--- config.mk ---
export PLATFORM = sky130hd
export DESIGN_NAME = div_arbiter
export DESIGN_NICKNAME = d
export VERILOG_FILES = /design/src/rtl/div_arb_pkg.sv /design/src/rtl/div_rr_pick.sv /design/src/rtl/div_arbiter.sv
export SDC_FILE = /design/constraint.sdc
export NUM_CORES = 1
export LEC_CHECK = 0
export ABC_CLOCK_PERIOD_IN_PS = 5820
export BUFFER_PORTS_ARGS = -buffer_cell sky130_fd_sc_hd__buf_2
export CAP_MARGIN = 10
export CELL_PAD_IN_SITES_DETAIL_PLACEMENT = 1
export CELL_PAD_IN_SITES_GLOBAL_PLACEMENT = 1
export CORE_MARGIN = 2
export CORE_UTILIZATION = 39
export CTS_CLUSTER_DIAMETER = 150
export DETAILED_ROUTE_END_ITERATION = 10
export GPL_TIMING_DRIVEN = 0
export PLACE_DENSITY_LB_ADDON = 0.1
export SYNTH_ARGS = -nofsm -noshare
export SYNTH_HDL_FRONTEND = slang
export SYNTH_HIERARCHICAL = 1
export SYNTH_SLANG_ARGS = --single-unit
--- constraint.sdc ---
create_clock -name clk -period 5.82 [get_ports clk]
set_input_delay 0.291 -clock clk [delete_from_list [all_inputs] [get_ports clk]]
set_output_delay 0.291 -clock clk [all_outputs]
set_load 0.05 [all_outputs]
--- src/rtl/div_arb_pkg.sv ---
// div_arb_pkg: shared definitions for the divider arbiter slice.
//   state_t      - 2-bit sequencer state (IDLE, ISSUE, BUSY, RESP)
//   DEF_*        - default NUM_REQ / WIDTH / TIMEOUT values
//   id_width()   - requester index width, never less than 1 bit
package div_arb_pkg;

    typedef enum logic [1:0] {
        ST_IDLE  = 2'd0,
        ST_ISSUE = 2'd1,
        ST_BUSY  = 2'd2,
        ST_RESP  = 2'd3
    } state_t;

    localparam int unsigned DEF_NUM_REQ = 4;
    localparam int unsigned DEF_WIDTH   = 8;
    localparam int unsigned DEF_TIMEOUT = 64;

    function automatic int unsigned id_width(input int unsigned n);
        return (n <= 1) ? 1 : $clog2(n);
    endfunction

endpackage

--- src/rtl/div_rr_pick.sv ---
// div_rr_pick: combinational round-robin picker.
//   req      in  NUM_REQ  request vector
//   ptr      in  IDW      highest-priority index for this decision
//   grant    out NUM_REQ  one-hot winner (zero when nothing requested)
//   grant_id out IDW      index of the winner
//   found    out 1        at least one request present
module div_rr_pick
    import div_arb_pkg::*;
#(
    parameter int unsigned NUM_REQ = DEF_NUM_REQ,
    parameter int unsigned IDW     = id_width(NUM_REQ)
) (
    input  logic [NUM_REQ-1:0] req,
    input  logic [IDW-1:0]     ptr,
    output logic [NUM_REQ-1:0] grant,
    output logic [IDW-1:0]     grant_id,
    output logic               found
);

    int unsigned idx;

    // Scan from ptr upward with wrap; the first hit wins.
    always_comb begin
        grant    = '0;
        grant_id = '0;
        found    = 1'b0;
        idx      = 0;
        for (int unsigned k = 0; k < NUM_REQ; k++) begin
            idx = (32'(ptr) + k) % NUM_REQ;
            if (!found && req[idx]) begin
                found    = 1'b1;
                grant_id = IDW'(idx);
                grant    = NUM_REQ'(1) << idx;
            end
        end
    end

endmodule

--- src/rtl/div_arbiter.sv ---
// div_arbiter: round-robin arbiter/sequencer sharing one long divider among
// NUM_REQ requesters.
//   clk, reset_n                 clock, async active-low reset
//   req, req_dividend/divisor    per-requester request level and packed operands
//   gnt                          one-cycle one-hot grant (operands captured)
//   resp_valid/id/quotient/remainder/error/timeout  tagged result strobe
//   busy                         sequencer not idle
//   div_start/dividend/divisor   command to the divider
//   div_abort                    one-cycle abort after a timeout
//   div_done/error/quotient/remainder  divider completion
// Optional: define DIV_ARB_TIMEOUT_EN to abort a divide after TIMEOUT BUSY
// cycles; otherwise resp_timeout and div_abort are tied 0.
module div_arbiter
    import div_arb_pkg::*;
#(
    parameter int unsigned NUM_REQ = DEF_NUM_REQ,
    parameter int unsigned WIDTH   = DEF_WIDTH,
    parameter int unsigned TIMEOUT = DEF_TIMEOUT,
    localparam int unsigned IDW    = id_width(NUM_REQ)
) (
    input  logic                     clk,
    input  logic                     reset_n,
    input  logic [NUM_REQ-1:0]       req,
    input  logic [NUM_REQ*WIDTH-1:0] req_dividend,
    input  logic [NUM_REQ*WIDTH-1:0] req_divisor,
    output logic [NUM_REQ-1:0]       gnt,
    output logic                     resp_valid,
    output logic [IDW-1:0]           resp_id,
    output logic [WIDTH-1:0]         resp_quotient,
    output logic [WIDTH-1:0]         resp_remainder,
    output logic                     resp_error,
    output logic                     resp_timeout,
    output logic                     busy,
    output logic                     div_start,
    output logic [WIDTH-1:0]         div_dividend,
    output logic [WIDTH-1:0]         div_divisor,
    output logic                     div_abort,
    input  logic                     div_done,
    input  logic                     div_error,
    input  logic [WIDTH-1:0]         div_quotient,
    input  logic [WIDTH-1:0]         div_remainder
);

    state_t               state, state_nxt;
    logic [IDW-1:0]       ptr;
    logic [IDW-1:0]       cur_id;
    logic [NUM_REQ-1:0]   pick_grant;
    logic [IDW-1:0]       pick_id;
    logic                 pick_found;
    logic                 tmo_hit;
    logic                 take;

    div_rr_pick #(
        .NUM_REQ (NUM_REQ),
        .IDW     (IDW)
    ) u_pick (
        .req      (req),
        .ptr      (ptr),
        .grant    (pick_grant),
        .grant_id (pick_id),
        .found    (pick_found)
    );

    assign take = (state == ST_IDLE) && pick_found;
    assign busy = (state != ST_IDLE);

    always_comb begin
        state_nxt = state;
        case (state)
            ST_IDLE:  if (pick_found) state_nxt = ST_ISSUE;
            ST_ISSUE: state_nxt = ST_BUSY;
            ST_BUSY:  if (div_done || tmo_hit) state_nxt = ST_RESP;
            ST_RESP:  state_nxt = ST_IDLE;
            default:  state_nxt = ST_IDLE;
        endcase
    end

    // gnt/div_start/resp_valid are registered from the next-state decode so
    // they are flops yet line up exactly with ISSUE and RESP.
    always_ff @(posedge clk or negedge reset_n) begin
        if (!reset_n) begin
            state          <= ST_IDLE;
            ptr            <= '0;
            cur_id         <= '0;
            gnt            <= '0;
            div_start      <= 1'b0;
            div_dividend   <= '0;
            div_divisor    <= '0;
            resp_valid     <= 1'b0;
            resp_id        <= '0;
            resp_quotient  <= '0;
            resp_remainder <= '0;
            resp_error     <= 1'b0;
        end else begin
            state      <= state_nxt;
            gnt        <= take ? pick_grant : '0;
            div_start  <= take;
            resp_valid <= (state == ST_BUSY) && (state_nxt == ST_RESP);
            if (take) begin
                cur_id       <= pick_id;
                div_dividend <= req_dividend[32'(pick_id)*WIDTH +: WIDTH];
                div_divisor  <= req_divisor[32'(pick_id)*WIDTH +: WIDTH];
            end
            if (state == ST_BUSY) begin
                if (div_done) begin
                    resp_id        <= cur_id;
                    resp_error     <= div_error;
                    resp_quotient  <= div_error ? '0 : div_quotient;
                    resp_remainder <= div_error ? '0 : div_remainder;
                end else if (tmo_hit) begin
                    resp_id        <= cur_id;
                    resp_error     <= 1'b1;
                    resp_quotient  <= '0;
                    resp_remainder <= '0;
                end
            end
            if (state == ST_RESP)
                ptr <= (32'(cur_id) == NUM_REQ - 1) ? '0 : cur_id + 1'b1;
        end
    end

`ifdef DIV_ARB_TIMEOUT_EN
    localparam int unsigned CNT_W = $clog2(TIMEOUT) + 1;
    logic [CNT_W-1:0] tmo_cnt;

    assign tmo_hit = (state == ST_BUSY) && (32'(tmo_cnt) == TIMEOUT - 1);

    // ISSUE always precedes BUSY, so clearing there is clearing on BUSY entry.
    always_ff @(posedge clk or negedge reset_n) begin
        if (!reset_n) begin
            tmo_cnt      <= '0;
            div_abort    <= 1'b0;
            resp_timeout <= 1'b0;
        end else begin
            if (state == ST_ISSUE)
                tmo_cnt <= '0;
            else if (state == ST_BUSY)
                tmo_cnt <= tmo_cnt + 1'b1;
            div_abort <= tmo_hit && !div_done;
            if ((state == ST_BUSY) && (div_done || tmo_hit))
                resp_timeout <= !div_done;
        end
    end
`else
    assign tmo_hit      = 1'b0;
    assign div_abort    = 1'b0;
    assign resp_timeout = 1'b0;
`endif

endmodule

==> results.toml <==
[status]
outcome = "finished, final reports clean"

[route]
ant_nets = 0
first_pass_iters = 4
drt_wl_total_mm = 6.79
vias_per_cell = 4.95
wl_per_cell_um = 15.7
drc = 0
first_iter_violations = 29
vias = 2143

[timing]
drv_slew = 0
worstMarginPinSlew_ps = 1020
hold_viol = 0
setup_viol = 0
max_freq_mhz = 294
skew_ps = 7.68
period_share = 0.585
maxSlewHeadroom = 0.322
period_minus_slack_ps = 3400
tns_ps = 0
rsz0062_at_grt = "no"
fin_hold_ws_ps = 159

[worst_setup_path]
arrival_ps = 3590
required_ps = 6000
setup.worst_path.start_class = "register"
end_kind = "register"
rr_worst_depth = 11
crit_type = "reg -> reg"
path_max_fanout = 10

[finish]
n_antenna_cell = 0
final_util = 0.531
final_cells = 433
syn_to_final_growth_pct = 30.6
nets = 433
final_layout_size_suffix_gt1_frac = 0.588

[clocking]
clkLatencyLatePin_ps = 300
clk_path_buf_depth = 2
cts_setup_buffers = 0
cts_hold_buffers = 0
cts_resized = 0
path_clk_slew_ps = 80
cts_buffers = 5
cts_tree = "built"
cts_max_level = 2
cts.sinks = 47
clockRootBuffer = "clkbuf_8"

[pwr]
p_leak_nw = 1.86
vdd_drop_max_mv = 0.271
power_density_nw_per_um2 = 669
power_mw = 2.43

[global_routing]
grt_max_degree = 48
grt_pass1_wl_mm = 10.5
antenna_found_initial = 0
grt_overflow = 0
grt_pass1_vias = 2229
gr-usage-all-layers = 0.176

[floorplanning]
start_util = 0.407
die_w_um = 88.4
core_um2 = 6830
die_area_um2 = 7820
row_count = 30
die_h_um = 88.4
io_pins = 132

[yosys]
synthCells = 199
ys_ff_latch = 47
synth.cell_area_um2 = 2780
avgSynthCellArea_um2 = 14.0
yosys_warnings = 6
synth.distinct_cells = 34
yosysSeqAreaShare = 0.423

[place]
gp_congestion = 0.801
port_buffers = 129
dp.final_hpwl_mm = 5.46
dp.cells = 425

[hold_path]
hold_class = "in -> async"

[flow_run]
cap_violations = 0
-- cell families after synthesis --
| family | synth area share |
|---|---|
| mux | 0.353 |
| flops | 0.423 |
| buf+inv | 0.0441 |
| other cells | 0.00135 |
| fa+ha+maj | 0.0405 |
| simple gates | 0.0878 |
| compound gates | 0.0495 |
-- critical path, cell delays in order (launching register included) --
cell and delay (ps):
dfrtp_1 420, buf_6 170, inv_1 80, ha_1 380, mux4_2 430, nor4_1 290, o21ai_0 130, nand2_1 70
buf_2 180, buf_1 480, mux4_2 400, mux2_4 270
-- where the power goes --
part	switching, mW	internal [mW]	total [mW]
logic	0.974	0.701	1.67
registers	0.0845	0.482	0.567
clock network	0.104	0.0844	0.189
-- synthesized netlist by cell type (all sizes together) --
| master | count | area [um2] |
|---|---|---|
| mux4 | 20 | 488 |
| mux2i | 1 | 10.0 |
| o31ai | 1 | 7.51 |
| or2 | 1 | 6.26 |
| nor2b | 16 | 100 |
| o211a | 5 | 50.1 |
| o21ai | 3 | 15.0 |
| and2b | 1 | 7.51 |
| dfrtp | 47 | 1180 |
| nor3b | 1 | 12.5 |
| nor2 | 6 | 22.5 |
| o22a | 1 | 8.76 |
| o2bb2ai | 4 | 35.0 |
| a21oi | 1 | 5.00 |
| a211oi | 1 | 7.51 |
| and3 | 4 | 25.0 |
| nand2 | 13 | 48.8 |
| nor4 | 1 | 6.26 |
| a31o | 1 | 8.76 |
| ha | 9 | 113 |
| clkbuf | 1 | 3.75 |
| or3b | 1 | 8.76 |
| mux2 | 40 | 484 |
| inv | 7 | 26.3 |
| buf | 11 | 92.6 |
| conb | 1 | 3.75 |
| or3 | 1 | 6.26 |
-- metal layers --
| metal | track usage | wire length (um) | vias to the layer above |
|---|---|---|---|
| met2 | 0.305 | 3440 | 97 |
| met3 | 0.0569 | 497 | 5 |
| met4 | 0.0413 | 37 | 0 |
| met1 | 0.215 | 2810 | 1034 |
| li1 | - | - | 1007 |
| met5 | 0 | 0 | - |
-- state kept, by name, summed over array words and instances, names as in the netlist --
| name | cells |
|---|---|
| resp_remainder | 8 |
| resp_id | 2 |
| cur_id | 2 |
| resp_valid | 1 |
| div_start | 1 |
| resp_error | 1 |
| state | 2 |
| ptr | 2 |
| gnt | 4 |
| div_divisor | 8 |
| div_dividend | 8 |
| resp_quotient | 8 |
-- cell type report --
| cell class | count | area, um2 |
|---|---|---|
| plain buffers | 12 | 96.3 |
| clock buffers | 7 | 76.3 |
| clock inverters | 1 | 5.00 |
| fillers | 775 | 3200 |
| inverters | 7 | 26.3 |
| multi-input cells | 134 | 1480 |
| flip-flops and latches | 47 | 1180 |
| well taps | 96 | 120 |
| repair buffers | 129 | 646 |
-- stage by stage --
| stage | setup WS (ps) | cell area, um2 |
|---|---|---|
| 6_report | 2420 | 3630 |
| 5_1_grt | 2170 | 3630 |
| 4_1_cts | 2420 | 3630 |
| 3_5_place_dp | 2440 | 3550 |
| 3_3_place_gp | 2500 | 3550 |
| 2_1_floorplan | 2910 | 2780 |
-- worst paths after layout --
| kind | from | end | slack (ps) |
|---|---|---|---|
| hold reg to reg | resp_remainder[1]$_DFFE_PN0P_ | resp_remainder[1]$_DFFE_PN0P_ | 500 |
| setup reg to reg | ptr[0]$_DFFE_PN0N_ | div_divisor[7]$_DFFE_PN0P_ | 2420 |
| max in group asynchronous | reset_n | div_dividend[2]$_DFFE_PN0P_ | 5030 |
| setup / recovery | ptr[0]$_DFFE_PN0N_ | div_divisor[7]$_DFFE_PN0P_ | 2420 |
| hold / removal | reset_n | gnt[1]$_DFF_PN0_ | 160 |
| min in group clk | div_remainder[1] | resp_remainder[1]$_DFFE_PN0P_ | 340 |
-- cell usage in the layout, fill, tap and decap left out, types with 2 or more instances in the layout --
cell type  count
nor2b_1       16
mux2_2        31
clkbuf_8       5
ha_1           9
o2bb2ai_1      4
nor2_1         6
o21ai_0        3
mux2_4         9
mux4_2        10
buf_4          2
buf_6          3
dfrtp_1       47
conb_1         2
inv_1          6
mux4_1        10
buf_2        133
and3_1         4
o211a_1        5
nand2_1       13
clkbuf_1       3
Power figures use the tool's default switching activity.
